--- config.mk ---
export PLATFORM = sky130hd
export DESIGN_NAME = seg7_scan_sched_flat
export DESIGN_NICKNAME = d
export VERILOG_FILES = /design/src/rtl/seg7_scan_sched_if.sv /design/src/rtl/seg7_scan_sched.sv /design/src/flat_wrapper.sv
export SDC_FILE = /design/constraint.sdc
export NUM_CORES = 1
export LEC_CHECK = 0
export BUFFER_PORTS_ARGS = -buffer_cell sky130_fd_sc_hd__buf_2
export CAP_MARGIN = 0
export CORE_MARGIN = 1.5
export CORE_UTILIZATION = 50
export CTS_BUF_LIST = sky130_fd_sc_hd__clkbuf_4 sky130_fd_sc_hd__clkbuf_8
export DETAILED_ROUTE_END_ITERATION = 16
export PLACE_DENSITY = 0.79
export RECOVER_POWER = 100
export SKIP_CTS_REPAIR_TIMING = 1
export SYNTH_ARGS = -nofsm -noshare
export SYNTH_HDL_FRONTEND = slang
export SYNTH_SLANG_ARGS = --single-unit
--- constraint.sdc ---
create_clock -name CLK100MHZ -period 2.05 [get_ports CLK100MHZ]
set_input_delay 0 -clock CLK100MHZ [delete_from_list [all_inputs] [get_ports CLK100MHZ]]
set_output_delay 0 -clock CLK100MHZ [all_outputs]
set_load 0.01 [all_outputs]
--- src/rtl/seg7_scan_sched_if.sv ---
// Write port of the 7-segment scan scheduler.
// A producer (master) pushes one segment pattern per accepted handshake into the
// shadow bank. The scheduler (slave) holds wr_ready low on the frame-commit cycle.
//   wr_valid : producer has a pattern to write
//   wr_ready : scheduler accepts on wr_valid && wr_ready
//   wr_addr  : digit index, 0 = rightmost (AN[0])
//   wr_data  : active-high pattern {CA,CB,CC,CD,CE,CF,CG,DP}
interface seg7_scan_sched_if;
    logic       wr_valid;
    logic       wr_ready;
    logic [2:0] wr_addr;
    logic [7:0] wr_data;

    modport master (
        output wr_valid,
        output wr_addr,
        output wr_data,
        input  wr_ready
    );

    modport slave (
        input  wr_valid,
        input  wr_addr,
        input  wr_data,
        output wr_ready
    );
endinterface

--- src/rtl/seg7_scan_sched.sv ---
// Time-multiplexing scheduler for an 8-digit common-anode 7-segment display.
// Patterns are written into a shadow bank and copied to the active bank only at
// frame boundaries, so one frame never mixes old and new patterns. Each digit slot
// starts with an all-anodes-off blank interval, followed by a PWM-dimmed drive interval.
//   CLK100MHZ  : board clock
//   rstn       : synchronous active-low reset
//   en         : scan enable, low keeps the display dark and idle
//   bright     : drive duty, 0 = 1/16 .. 15 = 16/16
//   wr         : shadow-bank write port (slave side)
//   seg_n      : registered active-low segments {CA..CG,DP}
//   an_n       : registered active-low anode enables
//   cur_digit  : registered index of the digit being scanned
//   frame_done : one-cycle pulse after each frame commit
module seg7_scan_sched #(
    parameter int unsigned TICK_DIV  = 100000,
    parameter int unsigned BLANK_CYC = 1000
) (
    input  logic             CLK100MHZ,
    input  logic             rstn,
    input  logic             en,
    input  logic [3:0]       bright,
    seg7_scan_sched_if.slave wr,
    output logic [7:0]       seg_n,
    output logic [7:0]       an_n,
    output logic [2:0]       cur_digit,
    output logic             frame_done
);

    // At least 4 bits so the PWM compare can always use cnt[3:0].
    localparam int unsigned CntW = ($clog2(TICK_DIV) < 4) ? 4 : $clog2(TICK_DIV);
    localparam logic [CntW-1:0] CntLast   = CntW'(TICK_DIV - 1);
    localparam logic [CntW-1:0] BlankLast = CntW'(BLANK_CYC - 1);

    typedef enum logic [1:0] {StIdle, StBlank, StDrive} state_e;

    state_e          state_q, state_d;
    logic [CntW-1:0] cnt_q, cnt_d;
    logic [2:0]      dig_q, dig_d;
    logic [7:0]      shadow_q [8];
    logic [7:0]      shadow_d [8];
    logic [7:0]      active_q [8];
    logic [7:0]      active_d [8];
    logic            dirty_q, dirty_d;
    logic            rstn_q;
    logic [7:0]      seg_n_q, seg_n_d;
    logic [7:0]      an_n_q, an_n_d;
    logic [2:0]      cur_digit_q, cur_digit_d;
    logic            frame_done_q, frame_done_d;
    logic            swap_cycle;
    logic            wr_fire;

    // Last cycle of digit 7: the frame commit point.
    assign swap_cycle = (state_q == StDrive) && (dig_q == 3'd7) && (cnt_q == CntLast);

    // Blocking writes on the commit cycle keeps the shadow->active copy race-free.
    assign wr.wr_ready = rstn_q & ~swap_cycle;
    assign wr_fire     = wr.wr_valid & wr.wr_ready;

    // Scan FSM and slot/digit counters.
    always_comb begin
        state_d = state_q;
        cnt_d   = cnt_q;
        dig_d   = dig_q;
        case (state_q)
            StIdle: begin
                cnt_d = '0;
                dig_d = '0;
                if (en) state_d = StBlank;
            end
            StBlank: begin
                cnt_d = cnt_q + 1'b1;
                if (cnt_q == BlankLast) state_d = StDrive;
            end
            StDrive: begin
                if (cnt_q == CntLast) begin
                    cnt_d   = '0;
                    dig_d   = dig_q + 3'd1;
                    state_d = StBlank;
                end else begin
                    cnt_d = cnt_q + 1'b1;
                end
            end
            default: state_d = StIdle;
        endcase
        if (!en) begin
            state_d = StIdle;
            cnt_d   = '0;
            dig_d   = '0;
        end
    end

    // Pattern banks. A write always marks dirty, even in idle, so a write landing on
    // the last idle cycle is still committed at the end of the first frame.
    always_comb begin
        shadow_d = shadow_q;
        active_d = active_q;
        dirty_d  = dirty_q;
        if (state_q == StIdle) begin
            active_d = shadow_q;
            dirty_d  = 1'b0;
        end else if (swap_cycle && dirty_q) begin
            active_d = shadow_q;
            dirty_d  = 1'b0;
        end
        if (wr_fire) begin
            shadow_d[wr.wr_addr] = wr.wr_data;
            dirty_d              = 1'b1;
        end
    end

    // Pin drive. Segments are already valid during blank so they settle before the anode.
    always_comb begin
        seg_n_d      = 8'hFF;
        an_n_d       = 8'hFF;
        cur_digit_d  = dig_q;
        frame_done_d = swap_cycle & en;
        if (state_q != StIdle) seg_n_d = ~active_q[dig_q];
        if ((state_q == StDrive) && (cnt_q[3:0] <= bright)) an_n_d = ~(8'd1 << dig_q);
    end

    always_ff @(posedge CLK100MHZ) begin
        if (!rstn) begin
            state_q      <= StIdle;
            cnt_q        <= '0;
            dig_q        <= '0;
            shadow_q     <= '{default: 8'h00};
            active_q     <= '{default: 8'h00};
            dirty_q      <= 1'b0;
            rstn_q       <= 1'b0;
            seg_n_q      <= 8'hFF;
            an_n_q       <= 8'hFF;
            cur_digit_q  <= '0;
            frame_done_q <= 1'b0;
        end else begin
            state_q      <= state_d;
            cnt_q        <= cnt_d;
            dig_q        <= dig_d;
            shadow_q     <= shadow_d;
            active_q     <= active_d;
            dirty_q      <= dirty_d;
            rstn_q       <= 1'b1;
            seg_n_q      <= seg_n_d;
            an_n_q       <= an_n_d;
            cur_digit_q  <= cur_digit_d;
            frame_done_q <= frame_done_d;
        end
    end

    assign seg_n      = seg_n_q;
    assign an_n       = an_n_q;
    assign cur_digit  = cur_digit_q;
    assign frame_done = frame_done_q;

endmodule

--- src/flat_wrapper.sv ---
// flat-port wrapper written by rule: the top's interface ports become plain ports
module seg7_scan_sched_flat 
#(
    parameter int unsigned TICK_DIV  = 100000,
    parameter int unsigned BLANK_CYC = 1000
)
  (CLK100MHZ, rstn, en, bright, seg_n, an_n, cur_digit, frame_done, wr_wr_valid, wr_wr_addr, wr_wr_data, wr_wr_ready);
  seg7_scan_sched_if wr_i ();
  input  logic CLK100MHZ;
  input  logic rstn;
  input  logic en;
  input  logic [3:0] bright;
  output logic [7:0] seg_n;
  output logic [7:0] an_n;
  output logic [2:0] cur_digit;
  output logic frame_done;
  input wire logic [$bits(wr_i.wr_valid)-1:0] wr_wr_valid;
  input wire logic [$bits(wr_i.wr_addr)-1:0] wr_wr_addr;
  input wire logic [$bits(wr_i.wr_data)-1:0] wr_wr_data;
  output wire logic [$bits(wr_i.wr_ready)-1:0] wr_wr_ready;
  assign wr_i.wr_valid = wr_wr_valid;
  assign wr_i.wr_addr = wr_wr_addr;
  assign wr_i.wr_data = wr_wr_data;
  assign wr_wr_ready = wr_i.wr_ready;
  seg7_scan_sched #(.TICK_DIV(TICK_DIV), .BLANK_CYC(BLANK_CYC)) u_core (.CLK100MHZ(CLK100MHZ), .rstn(rstn), .en(en), .bright(bright), .wr(wr_i), .seg_n(seg_n), .an_n(an_n), .cur_digit(cur_digit), .frame_done(frame_done));
endmodule
Yosys cells after proc, flatten, opt, wreduce, memory -nomap -nowiden
Cells that the tools add are included.
- add/sub/neg operators: 2
- order comparisons: 4
- eq/ne operators: 7
- shift-type cells: 1
- muxes and demuxes: 19
- bitwise operators: 8
- reductions and logical operators: 16
- operators by type and width (kind ; count):
    64-bit 2-to-1 mux ; 2
    64-bit bitwise mux ; 1
    17-bit one-hot mux with 3 select lines ; 1
    8-bit binary-select mux with 3-bit select ; 1
    8-bit demux with 3-bit select ; 1
    8-bit 2-to-1 mux ; 3
    17-bit by 1-bit adder with 17-bit output (second input constant) ; 1
    17-bit by 10-bit == test with 1-bit output (second input constant) ; 1
    17-bit == test (second input constant) ; 1
    17-bit 2-to-1 mux ; 1
    8-bit NOT ; 2
    2-bit AND reduction ; 5
    4-bit >= comparator (second input constant) ; 2
    3-bit NOT with 4-bit output ; 2
    1-bit by 3-bit left shift with 8-bit output (first input constant) ; 1
    2-bit one-hot mux with 3 select lines ; 1
    3-bit one-hot mux with 2 select lines ; 1
    2-bit nonzero test ; 3
    3-bit nonzero test ; 2
    1-bit logical AND ; 5
    4-bit less-or-equal comparator ; 1
    4-bit by 1-bit less-than comparator with 1-bit output (second input constant) ; 1
    1-bit 2-to-1 mux ; 4
    2-bit 2-to-1 mux ; 2
    10 further kinds ; 12
- register bits: 172
- bits of input ports: 19
- output and inout port bits: 21

Logic depth before layout (Yosys ltp)
- word-level depth: 7
- depth in mapped cells: 8
- gate-level depth less buffers: 7

Least setup slack after synthesis
OpenSTA, ideal clock, no wires.
- path kind: reg-to-reg
- start: register u_core.cnt_q[6]
- end: register u_core.shadow_q[16] in the netlist's numbering
- data arrival time: 2087 ps
- data required time: 1978 ps
- path slack: -109 ps
- cell stages (with the launch flop): 8
- path buffers: 2
- period minus slack after synthesis: 2159 ps
- cell sequence: dfxtp_1 > clkbuf_1 > or4b_4 > nor4_4 > and3_1 > or4b_1 > buf_4 > mux2i_1
- longest elaborated chain between the ends: 5
- ends and longest elaborated chain (element ; line ; text):
    start, declared ; seg7_scan_sched.sv:37 ; logic [CntW-1:0] cnt_q, cnt_d;
    start signal, assigned ; seg7_scan_sched.sv:136 ; cnt_q <= cnt_d;
    17-bit == test ; seg7_scan_sched.sv:53 ; assign swap_cycle = (state_q == StDrive) && (dig_q == 3'd7) && (cnt_q == CntLast);
    1-bit logical AND ; seg7_scan_sched.sv:53 ;
    1-bit NOT ; seg7_scan_sched.sv:56 ; assign wr.wr_ready = rstn_q & ~swap_cycle;
    1-bit bitwise AND ; seg7_scan_sched.sv:56 ;
    1-bit bitwise AND ; seg7_scan_sched.sv:57 ; assign wr_fire = wr.wr_valid & wr.wr_ready;
    end signal, assigned ; seg7_scan_sched.sv:138 ; shadow_q <= shadow_d;
    end, declared ; seg7_scan_sched.sv:39 ; logic [7:0] shadow_q [8];
No other way between the ends.
A chain may end at the register's enable or synchronous reset.

Worst setup path after layout
- start: register u_core.cnt_q[11]
- end: output port wr_wr_ready
- longest elaborated chain between the ends: 4
- ends and longest elaborated chain (element ; line ; text):
    17-bit == test ; seg7_scan_sched.sv:53 ;
    1-bit logical AND ; seg7_scan_sched.sv:53 ;
    1-bit NOT ; seg7_scan_sched.sv:56 ;
    1-bit bitwise AND ; seg7_scan_sched.sv:56 ;
    end, declared ; flat_wrapper.sv:20 ; output wire logic [$bits(wr_i.wr_ready)-1:0] wr_wr_ready;
No other way between the ends.

==> flow_summary.toml <==
[route]
ant_nets = 0
drtIter0Drc = 613
vias = 5699
viasPerCell = 5.496
drcViolationCount = 0
routedWlPerCell_um = 16.06
dr.pass1.iters = 5
drt_wl_total_mm = 16.66

[sta]
skew_ns = 0.01409
tns_ns = -11.61
finalCritPeriodShare = 1.085
setup_viol = 141
tightest_slew_ns = 1.206
slew_headroom = 0.1959
whs_ns = -0.02487
final.min_clock_period_ns = 2.225
fmax_mhz = 449.5
hold_violations = 2
fin_ws_ns = -0.1748
drv_slew = 0
rsz0062_at_grt = "yes"

[setup_path]
worst_ep_arrival_time_ns = 2.22
worstSetupStartpoint = "u_core.cnt_q[11]$_SDFFE_PN0P_"
path_cells = "or4_4, buf_4, nor4_4, nand4_1, and2_4, buf_2"
start_kind = "flop"
crit_type = "flop to primary output"
cp_slowest_cell = "or4_4"
path_max_fanout = 3
crit_family = "simple AND/OR/NAND/NOR gates"
cp-end-kind = "primary output"
slowest_delay_ns = 0.58
path_buf_inv = 2
crit_required_ns = 2.05
r2r-start = "u_core.cnt_q[11]$_SDFFE_PN0P_"

[global_routing]
track_usage = 0.2276
grt_pass1_vias = 5424
grt-ovfl-total = 0
grt_pass1_wl_mm = 26.61
antenna_found_initial = 0
grt_start_max_net_pins = 74

[min_path]
min_path_type = "input pin to flop"
min-delay-start = "wr_wr_valid"

[die]
core_area_um2 = 13990
die_h_um = 123.2
floorplan.initialDensity = 0.5166
num_rows = 43
dieArea_um2 = 15180
ios = 40
die_width_um = 123.2

[layout]
drive_gt1_frac = 0.1739
fin_nets = 880
num-fill-cells = 1184
antenna-diode-count = 0
syn_to_final_growth_pct = 17.49
final_cell_area_um2 = 8491
final_cell_mix = "254 x nand2_1, 171 x dfxtp_1, 64 x mux2i_1"
final_common_cell = "nand2_1"

[logic_synthesis]
yosys_most_used_dff = "dfxtp_1"
synth_area_um2 = 7227
yosysUniqueCellTypes = 49
synth_cells = 781
ys_seq_area_frac = 0.4765
avgSynthCellArea_um2 = 9.253
ys_seq_elements = 172
synth_edf_count = 0
yosysWarningCount = 0
synthArstFlopShare = 0
synthesis.nets = 816

[pwr]
ir_worst_vdd_mv = 0.4223
p_total_mw = 6.217
leakage_nw = 3.224
power_density_nw_per_um2 = 732.2

[clocking]
cts_tree = "built"
htree_levels = 4
cts-root-buf = "clkbuf_8"
clockBufferDepth = 2
clock_sinks = 172
clock_latency_ns = 0.47
cts.clk_slew.worst_paths_ns = 0.08
cts_made_buffers = 17

[place]
io_buffers = 39
dp_hpwl_mm = 10.47
pre_cts_slack_ns = -0.1142
place_area_um2 = 7944
place_congestion = 0.8436

[job]
cap_violations = 0

[outcome]
outcome = "finished with violations"
violations = "negative hold slack, negative setup slack"
-- cell families (layout without fill, tap and decap cells) --
family	after synthesis	count (layout)	synth area share
and+or+nand+nor	350	350	0.2129
DFF	172	172	0.4765
AOI/OAI and AO/OA	92	92	0.09297
muxes	81	81	0.1399
buffers and inverters	63	139	0.04155
adders and majority gates	16	16	0.02770
xor gates and xnor gates	7	7	0.008484
-- worst reg2reg max path, stage by stage (launching register included) --
cell and delay [ns]:
dfxtp_1 0.32, or4_4 0.58, nor4_4 0.44, and3_4 0.30, buf_4 0.12, nor4b_2 0.05, buf_12 0.15, mux2i_1 0.12
-- layer usage --
layer	global-route usage	vias up	routed length, um
li1	-	2765	-
met1	0.2900	2763	7333
met2	0.3826	142	8204
met3	0.04013	29	745
met4	0.09267	0	374
met5	0	-	0
-- power by group --
| part | leakage, nW | switching, mW | internal, mW |
|---|---|---|---|
| Combinational | 1.64 | 0.191 | 0.120 |
| Clock | 0.199 | 1.30 | 1.22 |
| Sequential | 1.39 | 0.0156 | 3.37 |
-- sequential cells by signal (all words and copies together) (netlist names), 2 cells and up --
name,cells
u_core.active_q,64
u_core.an_n,8
u_core.cnt_q,17
u_core.cur_digit,3
u_core.cur_digit_d,3
u_core.seg_n,8
u_core.shadow_q,64
u_core.state_q,2
-- metrics by stage --
| step | hold slack, ns | util | cells |
|---|---|---|---|
| finish | -0.02487 | 0.6070 | 1037 |
| global route | 0.009616 | 0.6070 | 1037 |
| CTS | -0.04585 | 0.5977 | 1031 |
| detailed placement | 0.3932 | 0.5679 | 1000 |
| global placement | 0.3918 | 0.5679 | 1000 |
| floorplan | 0.02772 | - | 781 |
-- final timing paths --
kind,depth (start not counted),endpoint,slack (ns)
min,4,u_core.dirty_q$_SDFFE_PN0P_,-0.02
max,6,wr_wr_ready,-0.17
max reg2reg,7,u_core.shadow_q[12]$_SDFFE_PN0P_,-0.15
min reg2reg,2,u_core.active_q[8]$_SDFFE_PN0P_,0.45
-- layout make-up --
cell class              count  area (um^2)  area share
inverters                  13        48.80    0.005747
clock inverters            14        182.7     0.02151
well taps                 180        225.2     0.02653
repair buffers             95        734.5     0.08650
multi-input cells         546         3618      0.4262
clock buffers              17        234.0     0.02756
flip-flops and latches    172         3447      0.4060
-- cells in the mapped netlist (5+ instances only) --
library cell,number,share of area
and3_1,7,0.0061
clkbuf_1,33,0.017
buf_2,6,0.0042
nor3_1,5,0.0035
a21oi_1,8,0.0055
mux2i_1,65,0.090
nand3_1,20,0.014
a21boi_1,60,0.062
mux4_2,16,0.050
ha_1,16,0.028
nand2_1,254,0.13
inv_1,13,0.0068
nor2_1,17,0.0088
buf_6,6,0.0093
nand4_1,13,0.011
and2_1,9,0.0078
dfxtp_1,172,0.48
Power figures use the tool's default switching activity.
